### src/rtl/cpu_pkg.sv
// rtl/cpu_pkg.sv - shared branch op codes and sequencer state type
package cpu_pkg;

   localparam logic [1:0] BR_JCC  = 2'b00;
   localparam logic [1:0] BR_JMP  = 2'b01;
   localparam logic [1:0] BR_CALL = 2'b10;
   localparam logic [1:0] BR_RET  = 2'b11;

   typedef enum logic [1:0] {
      BOOT     = 2'd0,
      RUN      = 2'd1,
      REDIRECT = 2'd2
   } seq_state_t;

endpackage

### src/rtl/pc_sequencer_if.sv
// rtl/pc_sequencer_if.sv - branch request / fetch address bundle for pc_sequencer
interface pc_sequencer_if #(
   parameter int ADDR_W = 8
);
   logic              cond_i;
   logic              br_valid;
   logic              br_ready;
   logic [1:0]        br_op;
   logic [ADDR_W-1:0] br_target;
   logic [ADDR_W-1:0] br_ret_addr;
   logic              fetch_ready;
   logic [ADDR_W-1:0] pc;
   logic              fetch_valid;
   logic              flush;
   logic              ras_err;

   modport master (
      output cond_i, br_valid, br_op, br_target, br_ret_addr, fetch_ready,
      input  br_ready, pc, fetch_valid, flush, ras_err
   );

   modport slave (
      input  cond_i, br_valid, br_op, br_target, br_ret_addr, fetch_ready,
      output br_ready, pc, fetch_valid, flush, ras_err
   );
endinterface

### src/rtl/pc_sequencer_ras_stack.sv
// rtl/pc_sequencer_ras_stack.sv - LIFO return-address stack, drops push when full and pop when empty
module ras_stack #(
   parameter int ADDR_W    = 8,
   parameter int RAS_DEPTH = 4
) (
   input  logic              clk,
   input  logic              rst,
   input  logic              i_push,
   input  logic              i_pop,
   input  logic [ADDR_W-1:0] i_data,
   output logic [ADDR_W-1:0] o_top,
   output logic              o_empty,
   output logic              o_full
);
   localparam int PTR_W = $clog2(RAS_DEPTH);
   localparam int CNT_W = PTR_W + 1;

   logic [ADDR_W-1:0] r_mem [RAS_DEPTH];
   logic [CNT_W-1:0]  r_cnt;
   logic [PTR_W-1:0]  w_top_idx;
   logic              w_do_push;
   logic              w_do_pop;

   assign o_empty   = (r_cnt == '0);
   assign o_full    = (r_cnt == CNT_W'(RAS_DEPTH));
   assign w_top_idx = PTR_W'(r_cnt - CNT_W'(1));
   assign o_top     = r_mem[w_top_idx];
   assign w_do_push = i_push && !o_full;
   assign w_do_pop  = i_pop && !o_empty;

   always_ff @(posedge clk) begin
      if (!rst) begin
         r_cnt <= '0;
      end else if (w_do_push) begin
         r_cnt <= r_cnt + CNT_W'(1);
      end else if (w_do_pop) begin
         r_cnt <= r_cnt - CNT_W'(1);
      end
   end

   // Entries need no reset: occupancy alone decides what is visible.
   always_ff @(posedge clk) begin
      if (w_do_push) begin
         r_mem[r_cnt[PTR_W-1:0]] <= i_data;
      end
   end
endmodule

### src/rtl/pc_sequencer.sv
// rtl/pc_sequencer.sv - fetch PC owner: sequential step, branch/call/return redirect with one-cycle flush
module pc_sequencer
   import cpu_pkg::*;
#(
   parameter int ADDR_W    = 8,
   parameter int RAS_DEPTH = 4
) (
   input logic           clk,
   input logic           rst,
   pc_sequencer_if.slave bus
);
   seq_state_t        r_state;
   seq_state_t        w_state_next;
   logic [ADDR_W-1:0] r_pc;
   logic              r_ras_err;

   logic              w_accept;
   logic              w_taken;
   logic [ADDR_W-1:0] w_target;
   logic              w_push;
   logic              w_pop;
   logic              w_ras_bad;
   logic [ADDR_W-1:0] w_ras_top;
   logic              w_ras_empty;
   logic              w_ras_full;

   ras_stack #(
      .ADDR_W    (ADDR_W),
      .RAS_DEPTH (RAS_DEPTH)
   ) u_ras (
      .clk     (clk),
      .rst     (rst),
      .i_push  (w_push),
      .i_pop   (w_pop),
      .i_data  (bus.br_ret_addr),
      .o_top   (w_ras_top),
      .o_empty (w_ras_empty),
      .o_full  (w_ras_full)
   );

   assign w_accept = (r_state == RUN) && bus.br_valid;

   always_comb begin
      w_taken   = 1'b0;
      w_target  = bus.br_target;
      w_push    = 1'b0;
      w_pop     = 1'b0;
      w_ras_bad = 1'b0;
      if (w_accept) begin
         case (bus.br_op)
            BR_JCC:  w_taken = bus.cond_i;
            BR_JMP:  w_taken = 1'b1;
            BR_CALL: begin
               w_taken   = 1'b1;
               w_push    = 1'b1;
               w_ras_bad = w_ras_full;
            end
            default: begin
               w_taken   = !w_ras_empty;
               w_pop     = !w_ras_empty;
               w_ras_bad = w_ras_empty;
               w_target  = w_ras_top;
            end
         endcase
      end
   end

   always_ff @(posedge clk) begin
      if (!rst) begin
         r_state <= BOOT;
      end else begin
         r_state <= w_state_next;
      end
   end

   // Handshake outputs depend on r_state only, never on inputs.
   always_comb begin
      w_state_next    = r_state;
      bus.br_ready    = 1'b0;
      bus.fetch_valid = 1'b0;
      bus.flush       = 1'b0;
      case (r_state)
         BOOT:     w_state_next = RUN;
         RUN: begin
            bus.br_ready    = 1'b1;
            bus.fetch_valid = 1'b1;
            if (w_taken) begin
               w_state_next = REDIRECT;
            end
         end
         REDIRECT: begin
            bus.flush    = 1'b1;
            w_state_next = RUN;
         end
         default:  w_state_next = BOOT;
      endcase
   end

   always_ff @(posedge clk) begin
      if (!rst) begin
         r_pc <= '0;
      end else if (r_state == RUN) begin
         if (w_taken) begin
            r_pc <= w_target;
         end else if (bus.fetch_ready) begin
            r_pc <= r_pc + ADDR_W'(1);
         end
      end
   end

   always_ff @(posedge clk) begin
      if (!rst) begin
         r_ras_err <= 1'b0;
      end else if (w_ras_bad) begin
         r_ras_err <= 1'b1;
      end
   end

   assign bus.pc      = r_pc;
   assign bus.ras_err = r_ras_err;
endmodule

### src/flat_wrapper.sv
// flat-port wrapper written by rule: the top's interface ports become plain ports
module pc_sequencer_flat import cpu_pkg::*;
#(
   parameter int ADDR_W    = 8,
   parameter int RAS_DEPTH = 4
)
  (clk, rst, bus_cond_i, bus_br_valid, bus_br_op, bus_br_target, bus_br_ret_addr, bus_fetch_ready, bus_br_ready, bus_pc, bus_fetch_valid, bus_flush, bus_ras_err);
  pc_sequencer_if #(.ADDR_W(ADDR_W)) bus_i ();
  input logic clk;
  input logic rst;
  input wire logic [$bits(bus_i.cond_i)-1:0] bus_cond_i;
  input wire logic [$bits(bus_i.br_valid)-1:0] bus_br_valid;
  input wire logic [$bits(bus_i.br_op)-1:0] bus_br_op;
  input wire logic [$bits(bus_i.br_target)-1:0] bus_br_target;
  input wire logic [$bits(bus_i.br_ret_addr)-1:0] bus_br_ret_addr;
  input wire logic [$bits(bus_i.fetch_ready)-1:0] bus_fetch_ready;
  output wire logic [$bits(bus_i.br_ready)-1:0] bus_br_ready;
  output wire logic [$bits(bus_i.pc)-1:0] bus_pc;
  output wire logic [$bits(bus_i.fetch_valid)-1:0] bus_fetch_valid;
  output wire logic [$bits(bus_i.flush)-1:0] bus_flush;
  output wire logic [$bits(bus_i.ras_err)-1:0] bus_ras_err;
  assign bus_i.cond_i = bus_cond_i;
  assign bus_i.br_valid = bus_br_valid;
  assign bus_i.br_op = bus_br_op;
  assign bus_i.br_target = bus_br_target;
  assign bus_i.br_ret_addr = bus_br_ret_addr;
  assign bus_i.fetch_ready = bus_fetch_ready;
  assign bus_br_ready = bus_i.br_ready;
  assign bus_pc = bus_i.pc;
  assign bus_fetch_valid = bus_i.fetch_valid;
  assign bus_flush = bus_i.flush;
  assign bus_ras_err = bus_i.ras_err;
  pc_sequencer #(.ADDR_W(ADDR_W), .RAS_DEPTH(RAS_DEPTH)) u_core (.clk(clk), .rst(rst), .bus(bus_i));
endmodule
### config.mk
export PLATFORM = sky130hd
export DESIGN_NAME = pc_sequencer_flat
export DESIGN_NICKNAME = d
export VERILOG_FILES = /design/src/rtl/cpu_pkg.sv /design/src/rtl/pc_sequencer_if.sv /design/src/rtl/pc_sequencer_ras_stack.sv /design/src/rtl/pc_sequencer.sv /design/src/flat_wrapper.sv
export SDC_FILE = /design/constraint.sdc
export NUM_CORES = 1
export LEC_CHECK = 0
export ABC_AREA = 1
export BUFFER_PORTS_ARGS = -buffer_cell sky130_fd_sc_hd__buf_2
export CORE_MARGIN = 4
export CORE_UTILIZATION = 35
export CTS_CLUSTER_DIAMETER = 40
export DETAILED_ROUTE_END_ITERATION = 7
export PLACE_DENSITY = 0.59
export SLEW_MARGIN = 20
export SYNTH_ARGS = -nofsm -noshare
export SYNTH_HDL_FRONTEND = slang
export SYNTH_HIERARCHICAL = 1
export SYNTH_SLANG_ARGS = --single-unit
### constraint.sdc
create_clock -name clk -period 2.07 [get_ports clk]
set_clock_uncertainty 0.2 [all_clocks]
set_input_delay 0.1035 -clock clk [delete_from_list [all_inputs] [get_ports clk]]
set_output_delay 0.1035 -clock clk [all_outputs]
set_load 0.03 [all_outputs]
# == Word level (Yosys, flattened, before mapping) ==
# Memory sizes are Yosys's and may differ from the RTL's.
# Cells that the tools add are included.
# totals
wordCells,49
register_bits,14
out_inout_bits,12
mem_count,1
ramBits,32
input_bits,23
# mem_list
name,words,word_bits,read_ports,rd_ports_with_merged_regs,write_ports,line,rtl
u_core.u_ras.r_mem,4,8,1,0,1,pc_sequencer_ras_stack.sv:18,logic [ADDR_W-1:0] r_mem [RAS_DEPTH];
# classes
n_addsub,3
n_reduce_logical,15
n_eq_ne,6
muxes,20
# ops
op,count
$mux W8,4
$mux W1,10
$add A8 B1 Y8 const B,1
$mux W3,2
$reduce_or A2 Y1,3
$eq A2 B1 Y1 const B,2
$eq A2 B2 Y1 const B,2
$logic_not A2 Y1,2
$pmux W1 S2,2
$pmux W2 S2,1
$reduce_bool A2 Y1,2
$add A3 B1 Y3 const B,1
$eq A3 B3 Y1 const B,1
$logic_and A1 B1 Y1,3
$logic_not A3 Y1,1
$reduce_or A3 Y1,1
$sub A3 B1 Y3 const B,1
$logic_not A1 Y1,2
$mux W2,1
$ne A2 B1 Y1 const B,1
$reduce_and A2 Y1,1

# == Logic depth before layout (Yosys ltp) ==
# Gate-level depths: netlist of the first run.
# logic_depth
depth_word,7
depth_mapped,14
ltp_nobuf,13

# == Cells and area by module ==
# Netlist of the first run, hierarchy kept.
# modules_own_cells
module,cells_each,area_each_um2,n_inst
ras_stack,122,1475.2,1
pc_sequencer,189,1019.7,1

# == Worst setup path before layout of the first run ==
# OpenSTA, ideal clock, no wires.
# synth_path
path_type,reg2reg
startpoint,reg u_core.u_ras.r_cnt[0]
endpoint,"reg u_core.r_pc[5], in the netlist u_core/bus.pc[5]"
path_stages_with_launch,15
slack_ns,-0.046
setup_ns,0.064
arrival_time_ns,1.852
period_less_slack_ns,2.116
cell_sequence,dfxtp_1 > inv_2 > buf_6 > ha_1 > inv_1 > o21ai_0 > o22ai_1 > nand2_1 > o21ai_0 > nand2_1 > nand2_1 > nand2_1 > nand2_1 > nor2_1 > nor2_1
# synth_rtl
element,line,rtl
from (decl),pc_sequencer_ras_stack.sv:19,logic [CNT_W-1:0] r_cnt;
from (signal assigned),pc_sequencer_ras_stack.sv:35,r_cnt <= r_cnt + CNT_W'(1);
from (signal assigned),pc_sequencer_ras_stack.sv:37,r_cnt <= r_cnt - CNT_W'(1);
$sub A3 B1 Y3,-,
$mem_v2 Z4 W8,-,
via u_core.w_ras_top[5],pc_sequencer.sv:23,logic [ADDR_W-1:0] w_ras_top;
$mux W8,pc_sequencer.sv:50,case (bus.br_op)
$mux W8,pc_sequencer.sv:49,if (w_accept) begin
$mux W8,pc_sequencer.sv:103,if (w_taken) begin
to (signal assigned),pc_sequencer.sv:104,r_pc <= w_target;
to (signal assigned),pc_sequencer.sv:106,r_pc <= r_pc + ADDR_W'(1);
to (decl),pc_sequencer.sv:14,logic [ADDR_W-1:0] r_pc;
# The timed path passes the listed nets, and every way through them passes these cells.
# A chain may end at the register's enable or synchronous reset.

# == Worst setup path in the final report of the first run ==
# layout_path
startpoint,reg u_core.u_ras.r_cnt[0]
endpoint,"reg u_core.r_pc[7], in the netlist u_core/bus.pc[7]"
# layout_between
elab_chain_len,6
# layout_lines
element,line,rtl
$logic_not A3 Y1 *,pc_sequencer_ras_stack.sv:24,assign o_empty = (r_cnt == '0);
via u_core.w_ras_empty,pc_sequencer.sv:24,logic w_ras_empty;
$logic_not A1 Y1 *,pc_sequencer.sv:59,w_taken = !w_ras_empty;
$pmux W1 S2 *,pc_sequencer.sv:50,
$mux W1 *,pc_sequencer.sv:49,
$reduce_bool A2 Y1 (no source line),-,
$reduce_and A2 Y1 (no source line),-,
# The timed path passes the listed nets; every way through them passes the cells marked *.

==> results of run 1 <==
per-stage QoR:
stage	util	cells	total power (uW)
2_1_floorplan	-	311	1270
3_3_place_gp	0.409	445	1360
3_5_place_dp	0.409	445	1370
4_1_cts	0.440	462	2080
5_1_grt	0.443	462	2180
6_report	0.443	462	2060
metal layers:
metal	track usage	share of wire	vias up
met5	0	0	-
met1	0.177	0.48	890
met3	0.0268	0.041	5
li1	-	-	1101
met2	0.218	0.47	34
met4	0.0334	0.0078	0
worst min-delay path: cells and delay by family:
family	cells	cell delay [ns]
AND/OR/NAND/NOR	6	0.28
buffers and inverters	1	0.09
layout make-up:
type / instances / area (um^2)
clock inverters: 3 / 47.5
well taps: 96 / 120
flip-flops and latches: 46 / 1240
fillers: 709 / 3820
clock buffers: 5 / 68.8
repair buffers: 56 / 362
multi-input cells: 219 / 1060
inverters: 37 / 139
cells in the final DEF, fill, tap and decap left out, drive strengths merged:
master         n
nand2        101
xor2           1
o22ai          8
buf           47
ha            10
nand3b         1
a21oi          6
o21ai         26
inv           39
dlygate4sd3    9
dfxtp         14
o21bai         2
nor2          51
edfxtp        32
bufinv         1
nand3         13
clkbuf         5
sequential cells by signal, summed over array words and instances (netlist names):
| register | cells |
|---|---|
| u_core/bus.ras_err | 1 |
| u_core/u_ras/r_mem | 32 |
| u_core/u_ras/r_cnt | 3 |
| u_core/bus.pc | 8 |
| u_core/r_state | 2 |
final timing paths:
check,startpoint,end,slack [ns]
worst max-delay path,u_core/u_ras/r_cnt[0],u_core/bus.pc[7],0.20
worst min-delay path,bus_br_target[7],u_core/bus.pc[7],0.02
worst max register to register,u_core/u_ras/r_cnt[0],u_core/bus.pc[7],0.20
worst min register to register,u_core/bus.ras_err,u_core/bus.ras_err,0.30
logic make-up (layout without fill, tap and decap cells):
| family | count (synthesis) | in the layout | share of synthesized area |
|---|---|---|---|
| AND/OR/NAND/NOR | 166 | 166 | 0.273 |
| flip-flops | 46 | 46 | 0.497 |
| buffers and inverters | 46 | 101 | 0.0843 |
| AO/OA/AOI/OAI | 42 | 42 | 0.0918 |
| adder cells (fa/ha/maj) | 10 | 10 | 0.0502 |
| XOR/XNOR | 1 | 1 | 0.00351 |
where the power goes:
group / switching [uW] / total [uW] / internal, uW
combinational: 210 / 339 / 130
clock: 323 / 691 / 368
sequential: 20.1 / 1030 / 1010
total: 553 / 2060 / 1500
what timing repair did:
action,4_1_cts,5_1_grt
hold endpoints to repair,46,0
hold buffers,9,0
setup endpoints to repair,0,8
setup buffers,0,0
gates resized for setup,0,7
==> impl_metrics.py, run 1 <==
metrics = {
    "cts": {
        "cts_inserted_buffers": 5,
        "cts_tree": "done",
        "cts_buffer_depth": 2,
        "clkSinkCount": 46,
        "clk_pin_slew_ns": 0.09,
        "h-tree-depth": 2,
        "cts_root_buffer": "clkbuf_8",
        "clock_latency_ns": 0.30,
    },
    "final_layout": {
        "antenna_cells": 0,
        "drive_gt1_frac": 0.197,
        "design_area_um2": 3040,
        "syn_to_final_growth_pct": 22.0,
        "final_nets": 398,
    },
    "pwr": {
        "ir_drop_mv": 0.387,
        "p_leak_uw": 0.00139,
        "powerDensity_nw_per_um2": 675,
    },
    "yosys": {
        "synthTopCellsByCount": "nand2_1 (96), nor2_1 (49), inv_1 (35)",
        "async_reset_ff_frac": 0,
        "synth_top_area_share": 0.385,
        "synth.distinct_cells": 23,
        "synth_edf_count": 32,
        "synth_area_per_cell_um2": 8.02,
        "syn-cell-area_um2": 2490,
        "synth_area_leaders": "edfxtp_1 (39%), nand2_1 (14%), dfxtp_1 (11%)",
        "ys.flop_type": "edfxtp_1",
        "ys_seq_area_frac": 0.497,
        "yosysWarnings": 6,
        "synth_nets": 344,
        "synthMostInstantiatedCell": "nand2_1",
        "synth_largest_area_cell": "edfxtp_1",
        "synth-seq-cells": 46,
        "synth_cells": 311,
    },
    "routing": {
        "vias": 2030,
        "viasPerCell": 4.39,
        "drc": 0,
        "wl_per_cell_um": 11.3,
        "wirelength_um": 5230,
        "ant_nets": 0,
        "drtIter0Drc": 61,
        "firstDrtPassIters": 4,
    },
    "run_status": {
        "status": "complete, no violations",
    },
    "placed_design": {
        "gp_congestion": 0.795,
        "place.port_buffers": 34,
        "place.detailed.hpwl_um": 3790,
        "postPlaceCellArea_um2": 2810,
        "dp_worst_setup_slack_ns": 0.0898,
    },
    "sta": {
        "rsz0062_at_grt": "false",
        "finalSetupViolCount": 0,
        "hold_viol": 0,
        "fmax_ghz": 0.534,
        "finalWorstSetupSlack_ns": 0.198,
        "fin_crit_sh": 0.904,
        "tightest_slew_ns": 0.254,
        "timing.hold.ws_ns": 0.0193,
        "finalMaxSlewViolations": 0,
        "fin_crit_ns": 1.87,
        "tns_ns": 0,
        "relSlewSlack": 0.830,
    },
    "global_routing": {
        "grt_max_degree": 19,
        "grt_antenna_before_repair": 0,
        "grt-ovfl-total": 0,
        "grtUsageTotal": 0.132,
        "grt_pass1_vias": 1898,
        "grt_pass1_wl_um": 9010,
    },
    "floorplan": {
        "core_um2": 6870,
        "initial_utilization": 0.363,
        "boundaryPins": 35,
        "dieArea_um2": 8540,
        "die_x_um": 92.4,
        "die_h_um": 92.4,
        "num_rows": 30,
    },
    "critical_path": {
        "slowest_stage": "dfxtp_2",
        "cp_max_fo": 10,
        "required_ns": 2.08,
        "path_class": "reg -> reg",
        "worstPathArrival_ns": 1.88,
        "endpoint_kind": "flop",
        "path_buf_inv": 2,
        "r2r_cells": 10,
        "crit_path_max_incr_delay_ns": 0.34,
        "critPathTopFamily": "simple AND/OR/NAND/NOR gates",
        "crit_path_cell_trace": "inv_2 -> ha_1 -> ha_1 -> nand2_1 -> nand3_4 -> buf_4 -> nand3_1 -> nand2_1 -> nor2_1 -> nor2_1",
        "crit_cells": 10,
        "worst_setup_path_start_kind": "flop",
    },
    "job": {
        "cap_viol_max_count": 0,
    },
    "worst_hold_path": {
        "hold_path_depth": 7,
        "hp-class": "in -> reg",
    },
}
No activity file was read; power rests on OpenSTA's default activity.
==> run 2, diff against run 1 <==
CTS_CLUSTER_SIZE = 40   (was unset)
RECOVER_POWER = 100   (was unset)
==> run 2 against run 1 <==
Against the previous run: via count is 0.54% higher; power shrank 0.31%; routed wire length hardly changed; critical path depth unchanged; hold slack gained 0.00051 ns; cell area down 1.3%; critical endpoint unchanged; largest cell class unchanged; largest power group unchanged; highest routed layer unchanged.
==> impl_metrics.py, run 2 (synthesis gave the netlist of run 1 again) <==
metrics = {
    "placed_design": {
        "dp_worst_setup_slack_ns": 0.0898,
        "place.port_buffers": 34,
        "place.detailed.hpwl_um": 3790,
        "gp_congestion": 0.795,
    },
    "cts": {
        "cts_root_buffer": "clkbuf_8",
        "h-tree-depth": 2,
        "clk_pin_slew_ns": 0.09,
        "clkSinkCount": 46,
        "cts_buffer_depth": 2,
        "cts_inserted_buffers": 5,
        "clock_latency_ns": 0.30,
        "cts_tree": "done",
        "cts_setup_buffers": 0,
    },
    "final_layout": {
        "layout_common_cells": "nand2_1 (97), nor2_1 (49), inv_1 (33)",
        "final_common_cell": "nand2_1",
        "syn_to_final_growth_pct": 20.4,
        "fillers": 717,
        "drive_gt1_frac": 0.137,
        "final_nets": 398,
        "largest_reg_flops": 32,
        "antenna_cells": 0,
    },
    "critical_path": {
        "cp_max_fo": 10,
        "timing.rr.start": "u_core/u_ras/r_cnt[0]",
        "endpoint_kind": "flop",
        "rrSetupSlack_ns": 0.20,
        "worst_setup_path_start_kind": "flop",
        "worstPathArrival_ns": 1.88,
        "path_class": "reg -> reg",
        "r2r_cells": 10,
        "required_ns": 2.08,
        "r2r_end": "u_core/bus.pc[7]",
    },
    "global_routing": {
        "grt-ovfl-total": 0,
        "grt_antenna_before_repair": 0,
        "grt_pass1_wl_um": 9010,
        "grt_pass1_vias": 1898,
        "grtUsageTotal": 0.132,
        "grt_max_degree": 19,
    },
    "pwr": {
        "ir_drop_mv": 0.387,
        "seqPwrFrac": 0.500,
        "powerDensity_nw_per_um2": 682,
        "intPower_uw": 1500,
        "pwr-share-clk": 0.338,
        "p_switching_uw": 555,
        "netSwitchingFraction": 0.271,
        "p_leak_uw": 0.00132,
        "comb_power_share": 0.162,
    },
    "floorplan": {
        "num_rows": 30,
        "initial_utilization": 0.363,
        "core_um2": 6870,
        "boundaryPins": 35,
        "dieArea_um2": 8540,
        "die_x_um": 92.4,
        "die_h_um": 92.4,
    },
    "run_status": {
        "status": "complete, no violations",
    },
    "sta": {
        "finalSetupViolCount": 0,
        "fmax_ghz": 0.534,
        "relSlewSlack": 0.755,
        "tns_ns": 0,
        "finalWorstSetupSlack_ns": 0.197,
        "rsz0062_at_grt": "false",
        "finalMaxSlewViolations": 0,
        "fin_crit_ns": 1.87,
        "tightest_slew_ns": 0.369,
        "hold_viol": 0,
        "fin_crit_sh": 0.905,
    },
    "worst_hold_path": {
        "hold_path_depth": 7,
        "hold_end": "u_core/bus.pc[7]",
        "min_from": "bus_br_target[7]",
        "hp-class": "in -> reg",
    },
    "routing": {
        "wl_per_cell_um": 11.3,
        "drtIter0Drc": 57,
        "firstDrtPassIters": 4,
        "wirelength_um": 5220,
        "vias": 2041,
        "ant_nets": 0,
        "viasPerCell": 4.42,
        "drc": 0,
    },
    "job": {
        "cap_viol_max_count": 0,
    },
}
[run 2: worst max path at each step]
| stage | endpoint | startpoint | cells after the start |
|---|---|---|---|
| 6_report | u_core/bus.pc[7] | u_core/u_ras/r_cnt[0] | 10 |
| 3_5_place_dp | u_core/bus.pc[5] | u_core/u_ras/r_cnt[0] | 13 |
| 3_3_place_gp | u_core/bus.pc[7] | u_core/u_ras/r_cnt[0] | 10 |
| 5_1_grt | u_core/u_ras/r_mem[1][6] | u_core/r_state[0] | 5 |
| 4_1_cts | u_core/bus.pc[5] | u_core/u_ras/r_cnt[0] | 13 |
| 2_1_floorplan | u_core/bus.pc[5] | u_core/u_ras/r_cnt[0] | 14 |
[run 2: stage by stage]
stage	hold slack, ns	instances	utilization	cell area (um^2)	power (uW)
2_1_floorplan	0.00237	311	-	2500	1270
3_3_place_gp	0.119	445	0.409	2810	1360
3_5_place_dp	0.129	445	0.409	2810	1370
4_1_cts	0.0185	462	0.440	3020	2080
5_1_grt	0.0547	462	0.437	3000	2170
6_report	0.0198	462	0.437	3000	2050
[run 2: layout make-up]
cell class | instances | area, um^2 | area share
sequential | 46 | 1240 | 0.414
multi-input combinational | 219 | 1060 | 0.352
timing repair buffer | 56 | 329 | 0.110
inverter | 37 | 139 | 0.0462
tap | 96 | 120 | 0.0400
clock buffer | 5 | 68.8 | 0.0229
clock inverter | 3 | 47.5 | 0.0158
[run 2: timing repair]
action / CTS / global route
hold buffers: 9 / 0
hold endpoints to repair: 46 / 0
gates resized for setup: 0 / 7
endpoints found under the setup margin: 0 / 8
[run 2: power groups by stage]
stage | registers, uW | logic (uW) | clock network [uW]
after global routing | 1030 | 382 | 760
after CTS | 1030 | 336 | 719
after global placement | 1050 | 319 | 0
after detailed placement | 1050 | 322 | 0
final | 1030 | 332 | 692
after floorplan | 1080 | 199 | 0
[run 2: layer usage]
layer  part of all wire  global-route usage  up-vias  wire (um)
met3              0.041              0.0268        4        213
met5                  0                   0        -          0
li1                   -                   -     1101          -
met2               0.47               0.218       34       2430
met1               0.49               0.177      902       2550
met4             0.0057              0.0334        0         30
[run 2: critical path, cell delays in order (launching register included)]
cell and delay, ns:
dfxtp_2 0.34, inv_2 0.07, ha_1 0.22, ha_1 0.21, nand2_1 0.14, nand3_4 0.15, clkbuf_4 0.18, nand3_1 0.09
nand2_1 0.05, nor2_1 0.08, nor2_1 0.04
